$ cat config.mk
export PLATFORM = sky130hd
export DESIGN_NAME = ahb3lite_decoder
export DESIGN_NICKNAME = d
export VERILOG_FILES = /design/src/rtl/ahb3lite_pkg.sv /design/src/rtl/ahb3lite_decoder.sv
export SDC_FILE = /design/constraint.sdc
export NUM_CORES = 1
export LEC_CHECK = 0
export CORE_AREA = 2 2 112 114
export DETAILED_ROUTE_END_ITERATION = 12
export DIE_AREA = 0 0 114 116
export GPL_ROUTABILITY_DRIVEN = 0
export SYNTH_ARGS = -nofsm -noshare
export SYNTH_HDL_FRONTEND = slang
export SYNTH_SLANG_ARGS = --single-unit
$ cat constraint.sdc
create_clock -name HCLK -period 0.9 [get_ports HCLK]
set_input_delay 0.09 -clock HCLK [delete_from_list [all_inputs] [get_ports HCLK]]
set_output_delay 0.09 -clock HCLK [all_outputs]
set_load 0.02 [all_outputs]
$ cat src/rtl/ahb3lite_pkg.sv
// Shared AHB3-Lite encodings: transfer types, response codes, transfer qualifier.
// Latency: none (constants and pure functions only).
// Backpressure: n/a.
package ahb3lite_pkg;

  localparam int HTRANS_SIZE = 2;

  localparam logic [HTRANS_SIZE-1:0] HTRANS_IDLE   = 2'b00;
  localparam logic [HTRANS_SIZE-1:0] HTRANS_BUSY   = 2'b01;
  localparam logic [HTRANS_SIZE-1:0] HTRANS_NONSEQ = 2'b10;
  localparam logic [HTRANS_SIZE-1:0] HTRANS_SEQ    = 2'b11;

  localparam logic HRESP_OKAY  = 1'b0;
  localparam logic HRESP_ERROR = 1'b1;

  // True for transfer types that actually move data (NONSEQ/SEQ).
  function automatic logic htrans_is_xfer(input logic [HTRANS_SIZE-1:0] t);
    return (t == HTRANS_NONSEQ) || (t == HTRANS_SEQ);
  endfunction

endpackage

$ cat src/rtl/ahb3lite_decoder.sv
// AHB3-Lite address decoder, data-phase response mux and decode-error capture.
// Latency: decode and response mux are combinational; owner/error state updates on the next HCLK edge.
// Backpressure: data-phase owner holds while HREADY is low; selected slave's HREADYOUT is the bus HREADY.
module ahb3lite_decoder
  import ahb3lite_pkg::*;
#(
  parameter int SLAVES     = 4,
  parameter int HADDR_SIZE = 32,
  parameter int HDATA_SIZE = 32,
  parameter logic [SLAVES-1:0][HADDR_SIZE-1:0] SLV_BASE = '0,
  parameter logic [SLAVES-1:0][HADDR_SIZE-1:0] SLV_MASK = '0
) (
  input  logic                         HCLK,
  input  logic                         HRESET,
  input  logic [HADDR_SIZE-1:0]        HADDR,
  input  logic [HTRANS_SIZE-1:0]       HTRANS,
  output logic                         HREADY,
  output logic                         HRESP,
  output logic [HDATA_SIZE-1:0]        HRDATA,
  output logic [SLAVES-1:0]            HSEL,
  input  logic [SLAVES-1:0]            HREADYOUT_S,
  input  logic [SLAVES-1:0]            HRESP_S,
  input  logic [SLAVES*HDATA_SIZE-1:0] HRDATA_S,
  output logic                         HSEL_DEF,
  input  logic                         HREADYOUT_DEF,
  input  logic                         HRESP_DEF,
  input  logic [HDATA_SIZE-1:0]        HRDATA_DEF,
  input  logic                         ERR_CLR,
  output logic                         ERR_VALID,
  output logic [HADDR_SIZE-1:0]        ERR_ADDR,
  output logic [7:0]                   ERR_CNT
);

  localparam int IDX_W = (SLAVES > 1) ? $clog2(SLAVES) : 1;

  // Who owns the current data phase.
  typedef enum logic [1:0] {
    DSEL_NONE = 2'd0,
    DSEL_SLV  = 2'd1,
    DSEL_DEF  = 2'd2
  } dsel_e;

  dsel_e                  dsel_kind;
  logic [IDX_W-1:0]       dsel_idx;

  logic [SLAVES-1:0]      hsel_dec;
  logic                   hit_any;
  logic [IDX_W-1:0]       hit_idx;

  logic                   hready_mux;
  logic                   hresp_mux;
  logic [HDATA_SIZE-1:0]  hrdata_mux;

  logic                   err_evt;
  logic                   err_valid_q;
  logic [HADDR_SIZE-1:0]  err_addr_q;
  logic [7:0]             err_cnt_q;

  // Priority address decode: lowest-index matching region wins, so HSEL stays one-hot.
  always_comb begin
    hsel_dec = '0;
    hit_any  = 1'b0;
    hit_idx  = '0;
    for (int i = 0; i < SLAVES; i++) begin
      if (!hit_any && ((HADDR & SLV_MASK[i]) == (SLV_BASE[i] & SLV_MASK[i]))) begin
        hsel_dec[i] = 1'b1;
        hit_any     = 1'b1;
        hit_idx     = IDX_W'(i);
      end
    end
  end

  assign HSEL     = hsel_dec;
  assign HSEL_DEF = ~hit_any;

  // Data-phase owner advances only on completed cycles; address changes during wait states are ignored.
  always_ff @(posedge HCLK or posedge HRESET) begin
    if (HRESET) begin
      dsel_kind <= DSEL_NONE;
      dsel_idx  <= '0;
    end else if (hready_mux) begin
      if (HTRANS == HTRANS_IDLE) begin
        dsel_kind <= DSEL_NONE;
        dsel_idx  <= '0;
      end else if (hit_any) begin
        dsel_kind <= DSEL_SLV;
        dsel_idx  <= hit_idx;
      end else begin
        dsel_kind <= DSEL_DEF;
        dsel_idx  <= '0;
      end
    end
  end

  // Route the owning slave's response back; no owner means an always-ready OKAY with zero data.
  always_comb begin
    hready_mux = 1'b1;
    hresp_mux  = HRESP_OKAY;
    hrdata_mux = '0;
    case (dsel_kind)
      DSEL_SLV: begin
        for (int i = 0; i < SLAVES; i++) begin
          if (dsel_idx == IDX_W'(i)) begin
            hready_mux = HREADYOUT_S[i];
            hresp_mux  = HRESP_S[i];
            hrdata_mux = HRDATA_S[i*HDATA_SIZE +: HDATA_SIZE];
          end
        end
      end
      DSEL_DEF: begin
        hready_mux = HREADYOUT_DEF;
        hresp_mux  = HRESP_DEF;
        hrdata_mux = HRDATA_DEF;
      end
      default: ;
    endcase
  end

  assign HREADY = hready_mux;
  assign HRESP  = hresp_mux;
  assign HRDATA = hrdata_mux;

  // A decode error is a real transfer accepted into an unmapped region.
  assign err_evt = hready_mux && htrans_is_xfer(HTRANS) && ~hit_any;

  // Error status: first address is sticky until cleared; a coincident error beats the clear.
  always_ff @(posedge HCLK or posedge HRESET) begin
    if (HRESET) begin
      err_valid_q <= 1'b0;
      err_addr_q  <= '0;
      err_cnt_q   <= '0;
    end else if (err_evt) begin
      if (!err_valid_q || ERR_CLR) begin
        err_addr_q <= HADDR;
      end
      err_valid_q <= 1'b1;
      if (ERR_CLR) begin
        err_cnt_q <= 8'd1;
      end else if (err_cnt_q != 8'hFF) begin
        err_cnt_q <= err_cnt_q + 8'd1;
      end
    end else if (ERR_CLR) begin
      err_valid_q <= 1'b0;
      err_cnt_q   <= '0;
    end
  end

  assign ERR_VALID = err_valid_q;
  assign ERR_ADDR  = err_addr_q;
  assign ERR_CNT   = err_cnt_q;

endmodule
# After elaboration in Yosys (flattened, before gate mapping)

Cells that the tools add are included.

Equality and inequality tests: 2
Multiplexer cells: 4
Reduce and logical (&&, ||, !) cells: 1

Operators by type and width:

| kind               | count |
|---|---|
| $pmux 32 s2        | 1 |
| $pmux 1 s2         | 2 |
| $eq 2x1->1 const B | 1 |
| $eq 2x2->1 const B | 1 |
| $logic_not 2->1    | 1 |
| $mux 1             | 1 |

Register bits: 2
Input bits: 207
Output and inout bits: 80
Word-level logic and storage cells: 8

# Longest topological paths before layout

Depth after elaboration: 2
Depth in mapped cells: 2
Depth with buffers taken out: 2

# Worst setup path after synthesis

OpenSTA, ideal clock, no wires.

Kind: reg2out
From: reg dsel_kind[0]
To: out HRDATA[0]
Arrival time: 781 ps
Required time: 810 ps
Setup slack: 29 ps
Cell stages (with the launch flop): 3
Buffers on the path: 1
Path through: dfrtp_1 -> clkbuf_2 -> and2_1

Longest elaborated chain between the ends: 2
Elaborated cells on any way between the ends: 3

Ends and longest elaborated chain:

| element                                  | RTL line                | source |
|---|---|---|
| from (decl)                              | ahb3lite_decoder.sv:43  | `dsel_e dsel_kind;` |
| from (signal assigned)                   | ahb3lite_decoder.sv:79  | `dsel_kind <= DSEL_NONE;` |
| from (signal assigned)                   | ahb3lite_decoder.sv:83  | `dsel_kind <= DSEL_NONE;` |
| from (signal assigned)                   | ahb3lite_decoder.sv:86  | `dsel_kind <= DSEL_SLV;` |
| $eq 2x2->1 or $eq 2x1->1 (tied branches) | ahb3lite_decoder.sv:100 | `case (dsel_kind)` |
| $pmux 32 s2 *                            | ahb3lite_decoder.sv:100 |  |
| to (decl)                                | ahb3lite_decoder.sv:19  | `output logic [HDATA_SIZE-1:0] HRDATA,` |

Every way passes the cells marked *; elsewhere a longest branch is shown, timed or not.

# Final worst setup path

From: reg dsel_kind[0]
To: out HRDATA[10]

Same word-level chain as after synthesis.

==> results.md <==
* Area Growth Syn to Fin at 135%
* Reg power frac at 0.057
* Cell with the most instances after synthesis: buf_4
* Synth area leaders: buf_4 56%, and2_1 33%, dfrtp_1 4.1%, clkbuf_2 2.4%, conb_1 1.2%
* Part of the Yosys area used for sequential elements at 0.0406
* Vias in the first global route at 542
* Mapped Cells at between 80 and 90
* Path depth of the worst reg2reg path at 5
* Hold Path Class: in -> async
* Final Skew at 0 ns
* Biggest register: dsel_kind
* Int Pwr at about 470 uW
* Cell taking the most area after synthesis: buf_4
* RSZ-0062 raised after global routing: yes
* Drc violations at 0
* FMAX at around 940 MHz
* Setup_tns at -3.67 ns
* DR vias/cell at around 2.2
* Clock Latency Late Sink at 0 ns
* Ranking of synthesized cells by instance count: 46 x buf_4, 33 x and2_1, 3 x clkbuf_2
* Largest net degree at the start of global routing at 17
* Setup Viol. Count Final at 35
* Number of diodes at 0
* WP data arrival at slightly below 1 ns
* Die area at approximately 13000 sq um
* Hpwl dp at between 1500 and 2000 um
* Die width at between 100 and 150 um
* Die Y at roughly 120 um
* Regs by FF count: dsel_kind x1
* Largest register FFs at 1
* Worst IR drop on VDD at roughly 0.00014 V
* Failing checks: negative setup slack
* Slowest cell on the critical path: dfrtp_2
* Layout Utilization at 0.122
* Combinational share of power at 0.943
* Outcome: finished, violations left
* Slew Viols, Final at 0
* Main synth FF type: dfrtp_1
* Max FO, Critical Path at 8
* Sw Share at 0.482
* Routed len/inst at 7.87 um
* Final min period at around 1.1 ns
* Ys async rst share at 1.00
* Psw at around 440 uW
* Cell breakdown of the critical path: buf_12 > buf_16 > and2_4 > buf_6
* Nets at about 370
* Vias at about 680
* All-Layer GR Usage at 0.0286
* WS Path Type: reg -> out
* Total power per unit cell area at between 600 and 700 nW/um^2
* Mean post-synth cell area at just under 7 sq um
* Clock power frac at 0
* DRT Wirelength at about 2400 um
* Initial Util at 0.0518
* Synth Cell Area at ~600 sq um
* Leakage Power at 0.000686 uW
* Synth warn at 0
* Core footprint at ~12000 sq um
* Initial antenna violation count at 0
* Number of synthesized flops with an enable pin at 0
* First-pass GRT wire length at just under 3000 um
* Final worst setup slack at -0.161 ns
* CP endpoint kind: output port
* Clk slew on worst S/H paths at 0 ns
* Critical path's largest stage delay at 0.42 ns
* Max Cap Viol at 0
* WP data required at 0.81 ns
* #FFs+latches synth at 1
* Yosys top cell area share at 0.560
* Post-place setup slack at -0.562 ns
* Pre-Repair DR Iteration Count at 2
* Synth cell types at 9
* Critical Path Start Type: register
* Layout cells sized above 1 at 0.383
* I/O pins at 287
* Final hold violation count at 0
* Period utilization at 1.18
* # port buffers at slightly above 70
* Gr ovfl total at 0
* DRT iter0 DRCs at 7
* Row count at 40
* Final ANT Viol Nets at 0
==> worst max-delay path, delay by kind of cell, from the launching register on <==
family | cells | cell delay (ns)
flip-flops | 1 | 0.42
buffers and inverters | 3 | 0.41
AND/OR/NAND/NOR | 1 | 0.14
==> cell type report <==
| cell class | instances | area (sq um) |
|---|---|---|
| multi-input cells | 82 | 448 |
| inverters | 1 | 3.75 |
| fillers | 1389 | 10500 |
| repair buffers | 78 | 787 |
| well taps | 147 | 184 |
| flip-flops and latches | 1 | 26.3 |
==> kinds of logic (layout without fill, tap and decap cells) <==
family | Yosys count | after routing | synth area share
buffers and inverters | 50 | 79 | 0.590
other | 2 | 46 | 0.0122
AND/OR/NAND/NOR | 36 | 36 | 0.357
flip-flops | 1 | 1 | 0.0406
==> metal layers <==
metal,vias up,track usage,wire [um]
li1,318,-,-
met5,-,0,0
met2,71,0.0548,1240
met3,0,0.00785,410
met1,294,0.0338,779
met4,0,0,0
==> metrics by stage <==
step           total power [uW]  hold slack, ns  cells  instance area (sq um)
3_3_place_gp                822           0.258    305                   1350
4_1_cts                     893           0.258    309                   1420
2_1_floorplan               597          -0.181    133                    782
3_5_place_dp                829           0.257    305                   1350
5_1_grt                     962           0.267    309                   1450
6_report                    912           0.247    309                   1450
==> final timing paths <==
path                         startpoint            to  slack (ns)
hold reg to reg            dsel_kind[0]  dsel_kind[0]        0.88
max in group asynchronous        HRESET  dsel_kind[0]        0.54
setup reg to reg           dsel_kind[0]  dsel_kind[0]       -0.10
min in group HCLK             HTRANS[0]  dsel_kind[0]        0.67
setup / recovery           dsel_kind[0]    HRDATA[10]       -0.16
hold / removal                   HRESET  dsel_kind[0]        0.25
==> placed cells by master (no fill, tap or decap) <==
cell type / synthesis / routed
and2_1: 33 / 14
and2_4: 0 / 19
buf_12: 0 / 2
buf_16: 0 / 2
buf_2: 0 / 14
buf_4: 46 / 2
buf_6: 0 / 21
clkdlybuf4s50_1: 0 / 37
conb_1: 2 / 46
dfrtp_2: 0 / 1
inv_1: 1 / 1
nand2_1: 1 / 1
nand2b_4: 0 / 1
nor2_1: 1 / 1
==> timing repair <==
| action | 4_1_cts | 5_1_grt |
|---|---|---|
| endpoints found under the hold margin | 0 | 0 |
| pin swaps | 0 | 0 |
| buffers inserted | 2 | 1 |
| endpoints found under the setup margin | 35 | 35 |
| hold buffers | 0 | 0 |
| cloned | 2 | 0 |
| gates resized for setup | 189 | 12 |
==> power groups by stage <==
| stage | Combinational (uW) | Clock, uW | Sequential [uW] |
|---|---|---|---|
| 3_3_place_gp | 772 | 0 | 50.0 |
| 3_5_place_dp | 778 | 0 | 50.4 |
| 5_1_grt | 909 | 0 | 52.7 |
| 4_1_cts | 840 | 0 | 52.3 |
| 2_1_floorplan | 546 | 0 | 50.1 |
| 6_report | 860 | 0 | 52.2 |
Note: power is estimated with default switching activity, not from simulation.
